===== config.mk =====
export PLATFORM = sky130hd
export DESIGN_NAME = belt_spill
export DESIGN_NICKNAME = d
export VERILOG_FILES = /design/src/rtl/belt_spill.sv
export SDC_FILE = /design/constraint.sdc
export NUM_CORES = 1
export LEC_CHECK = 0
export BUFFER_PORTS_ARGS = -buffer_cell sky130_fd_sc_hd__buf_2
export CAP_MARGIN = 40
export CORE_ASPECT_RATIO = 0.8
export CORE_MARGIN = 2
export CORE_UTILIZATION = 54
export DETAILED_ROUTE_END_ITERATION = 16
export GPL_ROUTABILITY_DRIVEN = 0
export PLACE_DENSITY = 0.85
export SLEW_MARGIN = 15
export SYNTH_ARGS = -nofsm -noshare
export SYNTH_HDL_FRONTEND = slang
export SYNTH_SLANG_ARGS = --single-unit

===== constraint.sdc =====
create_clock -name clk -period 4.6 [get_ports clk]
set_input_delay 0.46 -clock clk [delete_from_list [all_inputs] [get_ports clk]]
set_output_delay 0.46 -clock clk [all_outputs]
set_load 0.005 [all_outputs]

===== src/rtl/belt_spill.sv =====
// belt_spill: save/restore engine between the belt and the call/return save area.
// Latency: spill emits its first word 3 cycles after start, then 1 word/cycle; fill drops each accepted word in the same cycle.
// Backpressure: spill stalls on out_ready via a 2-entry skid FIFO with credit-limited reads; fill applies in_ready only while words remain.
//
// Ports:
//   clk, rst                  clock, asynchronous active-low reset
//   start_spill, start_fill   1-cycle start strobes, honoured only when idle (spill wins)
//   count                     words to move, sampled with start, clamped to DEPTH
//   busy, done                operation in progress / 1-cycle completion pulse
//   belt_r, belt_rdata        belt relative read index (0 = newest) / data one cycle later
//   belt_drop, belt_wdata     drop strobe and word towards the belt
//   out_valid/ready/data/last spill stream, oldest word first, last marks index 0
//   in_valid/ready/data       fill stream
module belt_spill #(
  parameter int WIDTH = 32,
  parameter int DEPTH = 16,
  parameter int IDXW  = 4
) (
  input  logic             clk,
  input  logic             rst,
  input  logic             start_spill,
  input  logic             start_fill,
  input  logic [IDXW:0]    count,
  output logic             busy,
  output logic             done,
  output logic [IDXW-1:0]  belt_r,
  input  logic [WIDTH-1:0] belt_rdata,
  output logic             belt_drop,
  output logic [WIDTH-1:0] belt_wdata,
  output logic             out_valid,
  input  logic             out_ready,
  output logic [WIDTH-1:0] out_data,
  output logic             out_last,
  input  logic             in_valid,
  output logic             in_ready,
  input  logic [WIDTH-1:0] in_data
);

  typedef enum logic [1:0] {
    S_IDLE,
    S_SPILL,
    S_FILL,
    S_DONE
  } state_t;

  localparam logic [IDXW:0] DEPTH_C = (IDXW+1)'(DEPTH);
  localparam logic [IDXW:0] ONE_C   = (IDXW+1)'(1);

  state_t state, state_nx;

  logic [IDXW:0]    count_clamp;
  logic             start_any;
  logic [IDXW:0]    left;       // words still to transfer (spill) or accept (fill)
  logic [IDXW:0]    to_issue;   // belt reads still to issue
  logic             primed;     // belt_r has settled on the start index
  logic             rsp_vld;    // belt_rdata carries a requested word this cycle

  // Two-entry skid FIFO; entry 0 is the head and drives the stream directly.
  logic [WIDTH-1:0] ent0, ent1;
  logic             vld0, vld1;

  logic             issue;
  logic             pop;
  logic             push;
  logic             accept;
  logic [2:0]       pending;

  assign count_clamp = (count > DEPTH_C) ? DEPTH_C : count;
  assign start_any   = start_spill | start_fill;

  assign pop     = vld0 & out_ready;
  assign push    = rsp_vld;

  // Words that will occupy the FIFO once everything already read lands.
  // Keeping this below 2 means a push never meets a full FIFO.
  assign pending = 3'(vld0) + 3'(vld1) + 3'(rsp_vld) - 3'(pop);

  assign out_valid = vld0;
  assign out_data  = ent0;

  // ---------------------------------------------------------------------------
  // FSM: next state and decoded outputs
  // ---------------------------------------------------------------------------
  always_comb begin
    state_nx   = state;
    busy       = 1'b0;
    done       = 1'b0;
    in_ready   = 1'b0;
    accept     = 1'b0;
    issue      = 1'b0;
    out_last   = 1'b0;
    belt_drop  = 1'b0;
    belt_wdata = '0;

    case (state)
      S_IDLE: begin
        if (start_any) begin
          if (count_clamp == '0) begin
            state_nx = S_DONE;
          end else if (start_spill) begin
            state_nx = S_SPILL;
          end else begin
            state_nx = S_FILL;
          end
        end
      end

      S_SPILL: begin
        busy     = 1'b1;
        issue    = primed && (to_issue != '0) && (pending < 3'd2);
        out_last = vld0 && (left == ONE_C);
        if (pop && (left == ONE_C)) begin
          state_nx = S_DONE;
        end
      end

      S_FILL: begin
        busy     = 1'b1;
        in_ready = 1'b1;
        accept   = in_valid;
        if (in_valid) begin
          belt_drop  = 1'b1;
          belt_wdata = in_data;
          if (left == ONE_C) begin
            state_nx = S_DONE;
          end
        end
      end

      S_DONE: begin
        done     = 1'b1;
        state_nx = S_IDLE;
      end

      default: begin
        state_nx = S_IDLE;
      end
    endcase
  end

  always_ff @(posedge clk or negedge rst) begin
    if (!rst) begin
      state <= S_IDLE;
    end else begin
      state <= state_nx;
    end
  end

  // ---------------------------------------------------------------------------
  // Counters and belt read sequencing
  // ---------------------------------------------------------------------------
  // belt_r is loaded with the oldest index at start and presented for one
  // cycle before the first read is counted; this keeps the read index a pure
  // register output and gives the belt a settled address.
  always_ff @(posedge clk or negedge rst) begin
    if (!rst) begin
      left     <= '0;
      to_issue <= '0;
      belt_r   <= '0;
      primed   <= 1'b0;
      rsp_vld  <= 1'b0;
    end else begin
      rsp_vld <= issue;
      if (state == S_IDLE && start_any) begin
        left     <= count_clamp;
        to_issue <= count_clamp;
        primed   <= 1'b0;
        if (start_spill && count_clamp != '0) begin
          belt_r <= IDXW'(count_clamp - ONE_C);
        end else begin
          belt_r <= '0;
        end
      end else begin
        if (state == S_SPILL) begin
          primed <= 1'b1;
        end
        if (issue) begin
          to_issue <= to_issue - ONE_C;
          // Hold at 0 after the newest position instead of wrapping.
          if (to_issue > ONE_C) begin
            belt_r <= belt_r - IDXW'(1);
          end
        end
        if (pop || accept) begin
          left <= left - ONE_C;
        end
      end
    end
  end

  // ---------------------------------------------------------------------------
  // Skid FIFO
  // ---------------------------------------------------------------------------
  always_ff @(posedge clk or negedge rst) begin
    if (!rst) begin
      ent0 <= '0;
      ent1 <= '0;
      vld0 <= 1'b0;
      vld1 <= 1'b0;
    end else begin
      case ({push, pop})
        2'b10: begin
          if (!vld0) begin
            ent0 <= belt_rdata;
            vld0 <= 1'b1;
          end else begin
            ent1 <= belt_rdata;
            vld1 <= 1'b1;
          end
        end
        2'b01: begin
          ent0 <= ent1;
          vld0 <= vld1;
          vld1 <= 1'b0;
        end
        2'b11: begin
          // Head leaves while a new word lands; occupancy is unchanged.
          if (vld1) begin
            ent0 <= ent1;
            ent1 <= belt_rdata;
          end else begin
            ent0 <= belt_rdata;
          end
        end
        default: begin
        end
      endcase
    end
  end

  // ---------------------------------------------------------------------------
  // Invariants
  // ---------------------------------------------------------------------------
  a_no_overflow: assert property (@(posedge clk) disable iff (!rst)
    !(push && !pop && vld0 && vld1));

  a_stall_stable: assert property (@(posedge clk) disable iff (!rst)
    (vld0 && !out_ready) |=> (vld0 && $stable(ent0)));

  a_no_drop_in_spill: assert property (@(posedge clk) disable iff (!rst)
    (state == S_SPILL) |-> !belt_drop);

endmodule


==> results of run 1 <==
report_power, final:
group          internal, uW  switching (uW)  leakage [uW]
registers              1100             244       0.00103
logic                   772             852       0.00167
clock network           377             262      0.000123
Yosys cell counts, types with 2 or more instances:
cell        n
dfrtp_1    84
nand2_1    42
o21ai_0    37
a22oi_1    33
and3_1     33
mux2_2     32
clkbuf_1   20
inv_1      18
ha_1       17
nor2_1     13
a21oi_1     9
nand3_1     7
a31oi_1     5
xnor2_1     5
nor3_1      4
a311oi_1    3
and2_1      3
buf_2       3
nor2b_1     3
or4_1       3
a211oi_1    2
a21o_1      2
a2bb2oi_1   2
mux2_1      2
mux2i_1     2
nand3_2     2
nor4b_1     2
o21ai_2     2
or4b_4      2
area by class of cell:
type,count,area (sq um)
Clock buffer,10,137.6
Clock inverter,5,107.6
Fill cell,593,2362
Inverter,18,67.56
Multi-Input combinational cell,289,2077
Sequential cell,84,2102
Tap cell,108,135.1
Timing Repair Buffer,154,848.3
cell families (layout without fill, tap and decap cells):
| family | count (synthesis) | in the layout | synth area share (%) |
|---|---|---|---|
| fa+ha+maj | 17 | 17 | 4.923 |
| compound gates | 105 | 105 | 15.99 |
| buf+inv | 42 | 187 | 3.909 |
| flops | 84 | 84 | 48.65 |
| simple gates | 123 | 123 | 15.23 |
| mux | 36 | 36 | 9.325 |
| xor+xnor | 8 | 8 | 1.969 |
worst max-delay path by stage:
stage,depth (start not counted),endpoint,slack [ps]
3_3_place_gp,6,ent1[12]$_DFFE_PN0P_,2100
4_1_cts,9,to_issue[3]$_DFFE_PN0P_,2090
5_1_grt,9,to_issue[3]$_DFFE_PN0P_,1850
6_report,9,to_issue[3]$_DFFE_PN0P_,2100
2_1_floorplan,10,to_issue[4]$_DFFE_PN0P_,2350
3_5_place_dp,10,to_issue[3]$_DFFE_PN0P_,2070
state kept, by name, summed over array words and instances, names as in the netlist:
name,cells
push,1
belt_r,4
to_issue,5
ent1,32
out_data,32
vld1,1
left,5
out_valid,1
state,2
primed,1
cells in the final DEF, fill, tap and decap left out, types with 2 or more instances in the layout:
master	instances
a21oi_4	2
nor3_1	4
inv_6	2
nor2b_1	3
or4_1	3
a2bb2oi_1	2
clkbuf_8	10
nand3_2	2
o21ai_0	37
nor2_1	12
o21ai_2	2
bufinv_16	3
buf_2	147
or4b_4	2
ha_1	17
nand2_1	42
mux2_1	2
buf_4	3
a21oi_1	9
xnor2_1	5
and3_1	33
buf_16	2
a21o_1	2
a22oi_1	33
a31oi_1	5
and2_1	3
dfrtp_1	84
mux2_2	32
nor4b_1	2
nand3_1	7
a211oi_1	2
a311oi_1	3
inv_1	18
metrics by stage:
step,utilization [%],total power [uW],area (sq um)
after detailed placement,66.73,2983,5230
after floorplan,-,2398,4320
after CTS,69.86,3632,5475
after global routing,69.86,3884,5475
final,69.86,3606,5475
after global placement,65.58,2839,5140
routing by layer:
layer  share of wire, %  global-route usage [%]
met2                 50                   40.97
met4                1.9                   7.740
met1                 43                   32.29
met3                5.1                   6.245
met5                  0                       0
worst max-delay path, cell delays in order, from the launching register on:
cell	delay, ps
dfrtp_1	520
nand2_1	190
inv_1	100
ha_1	280
inv_1	40
ha_1	300
a21oi_4	200
xor2_2	370
a311oi_1	160
a311oi_1	250
==> metrics.txt, run 1 <==
ys flop type=dfrtp_1; WL/cell=15.79 um; post-synth net total=507; pin count of the biggest net entering global routing=65; Longest Clk Path Bufs=2; die footprint=0.008737 sq mm; reg2reg path depth=9; die width=104.0 um; Initial Util=55.12%; net count reported at finish=648; EDFF count, synth=0; crit path kind=register to register; initial antenna violation count=0; dominant cells by area after synthesis=dfrtp_1 49%, mux2_2 8.3%, a22oi_1 5.7%; CP required=4850 ps; mean post-synth cell area=10.41 sq um; port bufs=148; detailed placement HPWL=7751 um; P&R area growth vs syn=26.73%; post-detailed-route count of antenna-violating nets=0; Layout Cells excl Fill=668; Sink Count=84; layout cells sized above 1=38.39%; Synth Cell Area=0.004320 sq mm; hold buffer count at cts=0; vias in the first global route=3589; CTS tree=done; Vias=3723; Root Driver=clkbuf_8; Seq/Total Area, Yosys=48.65%; global route total overflow=0; drt pass-1 iters=4; PostCTS Resize Cnt=0; FP Rows=29; min Tclk post-route=2503 ps; Slew Viols, Final=0; cells after synthesis=415; RSZ-0062 raised after global routing=no; Yosys reg bits=84; postcts setup bufs=0; Die Y=84.01 um; achievable frequency=0.3995 GHz; Yosys cell types=52; Synth area leader=dfrtp_1; Reg2Reg Setup Slack=2100 ps; clock latency on the worst-skew pair=340 ps; Place WS=2070 ps; CTS Buf Count=9; Pwr Density=658.7 mW/mm^2; clock slew at reported path FFs=90 ps; crit start category=register; Ant. Diodes=0; GRT Util Overall=24.76%; CP startpoint=out_valid$_DFFE_PN0P_; max_cap viols=0; ys async rst share=100.0%; final WL=10550 um; final setup violation count=0; CP arrival=2750 ps; Rel. slew slack=43.52%; Starting DRT DRC Count=227; Final TNS setup=0 ps; # IOs=149; DRC=0; worst hold margin=18.59 ps; final worst setup slack=2097 ps; first-pass GRT wire length=17460 um; leak pwr=0.002821 uW; class of the worst hold path=input pin to async pin; placed cell count=653; vias per cell=5.573; htree depth=3; top cell type's share of synthesized area=48.65%; Slew @ Worst Pin=847.3 ps; Reg2Reg Launch Point=out_valid$_DFFE_PN0P_; Fin. Hold Viols=0; CP Capture Type=register; Core Box Area=0.007838 sq mm; CP max FO=9; Peak VDD IR=0.2795 mV; Final Cycle Share=54.42%; worst reg2reg path endpoint=to_issue[3]$_DFFE_PN0P_; synth warn=0; status=finished clean; clk_skew=9.418 ps
(Power assumes the default switching activity.)
==> inputs of run 2 (changes only) <==
--- a/config.mk
+++ b/config.mk
@@ -5,14 +5,15 @@
 export SDC_FILE = /design/constraint.sdc
 export NUM_CORES = 1
 export LEC_CHECK = 0
+export ABC_AREA = 1
 export BUFFER_PORTS_ARGS = -buffer_cell sky130_fd_sc_hd__buf_2
 export CAP_MARGIN = 40
 export CORE_ASPECT_RATIO = 0.8
 export CORE_MARGIN = 2
-export CORE_UTILIZATION = 54
+export CORE_UTILIZATION = 51
 export DETAILED_ROUTE_END_ITERATION = 16
 export GPL_ROUTABILITY_DRIVEN = 0
-export PLACE_DENSITY = 0.85
+export PLACE_DENSITY = 0.8
 export SLEW_MARGIN = 15
 export SYNTH_ARGS = -nofsm -noshare
 export SYNTH_HDL_FRONTEND = slang
==> constraint.sdc (replaced) <==
create_clock -name clk -period 2.45 [get_ports clk]
set_input_delay 0.245 -clock clk [delete_from_list [all_inputs] [get_ports clk]]
set_output_delay 0.245 -clock clk [all_outputs]
set_load 0.005 [all_outputs]
==> run 2 against run 1 <==
Compared with the run above: first-iteration DRC count is 29% higher; non-clock buffer count is 6 higher; routed wire length is 8.4% higher; critical endpoint is now belt_r[0]$_DFFE_PN0P_; clock skew is 5.9 ps lower; flip-flop and latch count stayed put; area after synthesis is 7.6% higher; worst hold slack better by 160 ps.
==> metrics.txt, run 2 <==
DRC=0 (unchanged); die width=110.7 um (+6.5%); most numerous cell in the Yosys netlist=nand2_1; port bufs=148 (unchanged); vias per cell=5.010 (-10%); GRT Util Overall=23.17% (-1.6 points); # IOs=149 (unchanged); CTS tree=done; Hold Startpoint=belt_rdata[15]; Initial Util=51.86% (-3.3 points); Root Driver=clkbuf_16; class of the worst hold path=input pin to register; crit path max-delay cell type=dfrtp_1; Fin. Hold Viols=0 (unchanged); Yosys reg bits=84 (unchanged); mean post-synth cell area=7.364 sq um (-29%); leak pwr=0.003489 uW (+24%); postcts setup bufs=0 (unchanged); drt pass-1 iters=5 (+1); commonest cells after routing, fill and taps aside=154 x nand2_1, 147 x buf_2, 132 x inv_1, 84 x dfrtp_1, 55 x nor2_1; Worst path most repeated cell=nand2_1; min Tclk post-route=2177 ps (-326.2 ps); Final Util=65.16% (-4.7 points); clock latency on the worst-skew pair=330 ps (about the same); P&R area growth vs syn=25.63%; top cell type's share of synthesized area=45.23% (-3.4 points); Final Cycle Share=88.85% (+34 points); status=finished clean; Ant. Diodes=0 (unchanged); EDFF count, synth=0 (unchanged); Slew Viols, Final=0 (unchanged); CP arrival=2390 ps (-360 ps); CP required=2670 ps (-2180 ps); layout cells sized above 1=24.71% (-14 points); final setup violation count=0 (unchanged); initial antenna violation count=0 (unchanged); final WL=11440 um (+8.4%); dominant cells by area after synthesis=dfrtp_1 45%, nand2_1 12%, inv_1 11%; global route total overflow=0 (unchanged); ys async rst share=100.0% (unchanged); Starting DRT DRC Count=292 (+29%); most frequent cells after synthesis=154 x nand2_1, 132 x inv_1, 84 x dfrtp_1; net count reported at finish=868 (+34%); post-synth net total=723 (+43%); achievable frequency=0.4594 GHz (+15%); RSZ-0062 raised after global routing=no; Sink Count=84 (unchanged); sequence of cells on the critical path=nand2_2 -> inv_1 -> ha_1 -> inv_1 -> ha_1 -> nand2_1 -> nand2_1 -> nand2_1 -> nand2_2 -> o21ai_2 -> nand2_1 -> nand2_1 -> nand2_1; Slew @ Worst Pin=595.0 ps (-252.2 ps); Core Box Area=0.008960 sq mm (+14%); pin count of the biggest net entering global routing=51 (-22%); WL/cell=12.76 um (-19%); Reg2Reg Launch Point=out_valid$_DFFE_PN0P_; CP max FO=6 (-3); Seq/Total Area, Yosys=45.23% (-3.4 points); most common cell after layout, fill and taps aside=nand2_1; FP Rows=31 (+6.9%); Rel. slew slack=60.33% (+17 points); Peak VDD IR=0.6528 mV (+130%); top cell family by delay on the critical path=simple AND/OR/NAND/NOR gates; Yosys cell types=29 (-44%); clk_skew=3.564 ps (-5.855 ps); die footprint=0.009896 sq mm (+13%); Pwr Density=1128 mW/mm^2 (+71%); CTS Buf Count=9 (unchanged); crit start category=register; ys flop type=dfrtp_1; Die Y=89.38 um (+6.4%); detailed placement HPWL=8249 um (+6.4%); Synth Cell Area=0.004647 sq mm (+7.6%); cells after synthesis=631 (+52%); CP startpoint=out_valid$_DFFE_PN0P_; post-detailed-route count of antenna-violating nets=0 (unchanged); first-pass GRT wire length=18400 um (+5.3%); Longest Clk Path Bufs=2 (unchanged); max_cap viols=0 (unchanged); CP Capture Type=register; crit path kind=register to register; Synth area leader=dfrtp_1; htree depth=3 (unchanged); synth warn=0 (unchanged); Vias=4489 (+21%); Largest stage delay, worst path=450 ps (-70 ps); Final TNS setup=0 ps (unchanged); Worst Path Buf+Inv=2 (unchanged); vias in the first global route=4001 (+11%); clock slew at reported path FFs=60 ps (-30 ps)
run 2: cell types whose count changed in the layout (fill, tap and decap cells not counted), sizes merged, moves of 5 or more:
cell   change
nand2    +117
xnor2      -5
buf        +5
a21oi      -6
inv      +115
o22ai     +32
nand3     +39
a22oi     -33
and3      -33
mux2      -34
nor2      +44
o21ai     +14
run 2: report_power, final:
part | switching (uW) | internal [uW]
Combinational | 1660 | 1120
Sequential | 406 | 2010
Clock | 567 | 824
run 2: cell families after synthesis:
group | after synthesis | share of synthesized area (%)
adder cells (fa/ha/maj) | 17 | 4.577
XOR/XNOR | 4 | 0.7540
AO/OA/AOI/OAI | 96 | 11.55
flip-flops | 84 | 45.23
AND/OR/NAND/NOR | 270 | 24.53
buffers and inverters | 160 | 13.35
run 2: final timing paths:
| kind | endpoint | slack (ps) | cells past startpoint |
|---|---|---|---|
| setup / recovery | belt_r[0]$_DFFE_PN0P_ | 270 | 13 |
| hold / removal | ent1[15]$_DFFE_PN0P_ | 180 | 3 |
| setup reg to reg | belt_r[0]$_DFFE_PN0P_ | 270 | 13 |
| hold reg to reg | ent1[25]$_DFFE_PN0P_ | 480 | 2 |
| max in group asynchronous | belt_r[0]$_DFFE_PN0P_ | 1420 | 3 |
| min in group asynchronous | ent1[14]$_DFFE_PN0P_ | 390 | 2 |
run 2: layout make-up:
type,count,area [sq um]
clock buffer,10,239.0
multi-input combinational,387,1939
clock inverter,6,71.32
timing repair buffer,160,839.6
fill,782,3122
tap,115,143.9
sequential,84,2102
inverter,134,503.0
run 2: stage by stage:
stage | std cells | cell area [sq um] | setup slack [ps] | hold slack [ps] | power [uW]
final | 896 | 5838 | 273.1 | 178.8 | 6586
after global routing | 896 | 5838 | 85.96 | 191.4 | 7178
after CTS | 896 | 5834 | 234.7 | 176.4 | 6617
after detailed placement | 879 | 5514 | 255.7 | 223.5 | 5183
after global placement | 879 | 5514 | 382.1 | 215.2 | 5038
after floorplan | 631 | 4647 | 81.73 | -50.59 | 4248
run 2: tightest hold or removal path: cells and delay by family:
family | cells | cell delay, ps
buffers and inverters | 2 | 160
AO/OA/AOI/OAI | 1 | 70
run 2: metal layers:
metal  part of all wire, %  global-route usage, %  vias to the layer above
li1                      -                      -                     2239
met1                    45                  29.97                     2086
met2                    47                  39.21                      149
met3                   6.2                  6.237                       15
met4                   1.3                  6.591                        0
met5                     0                      0                        -
run 2: timing repair:
action,4_1_cts,5_1_grt
resized for setup,0,1
hold buffers,1,0
setup endpoints to repair,0,1
hold endpoints to repair,31,0
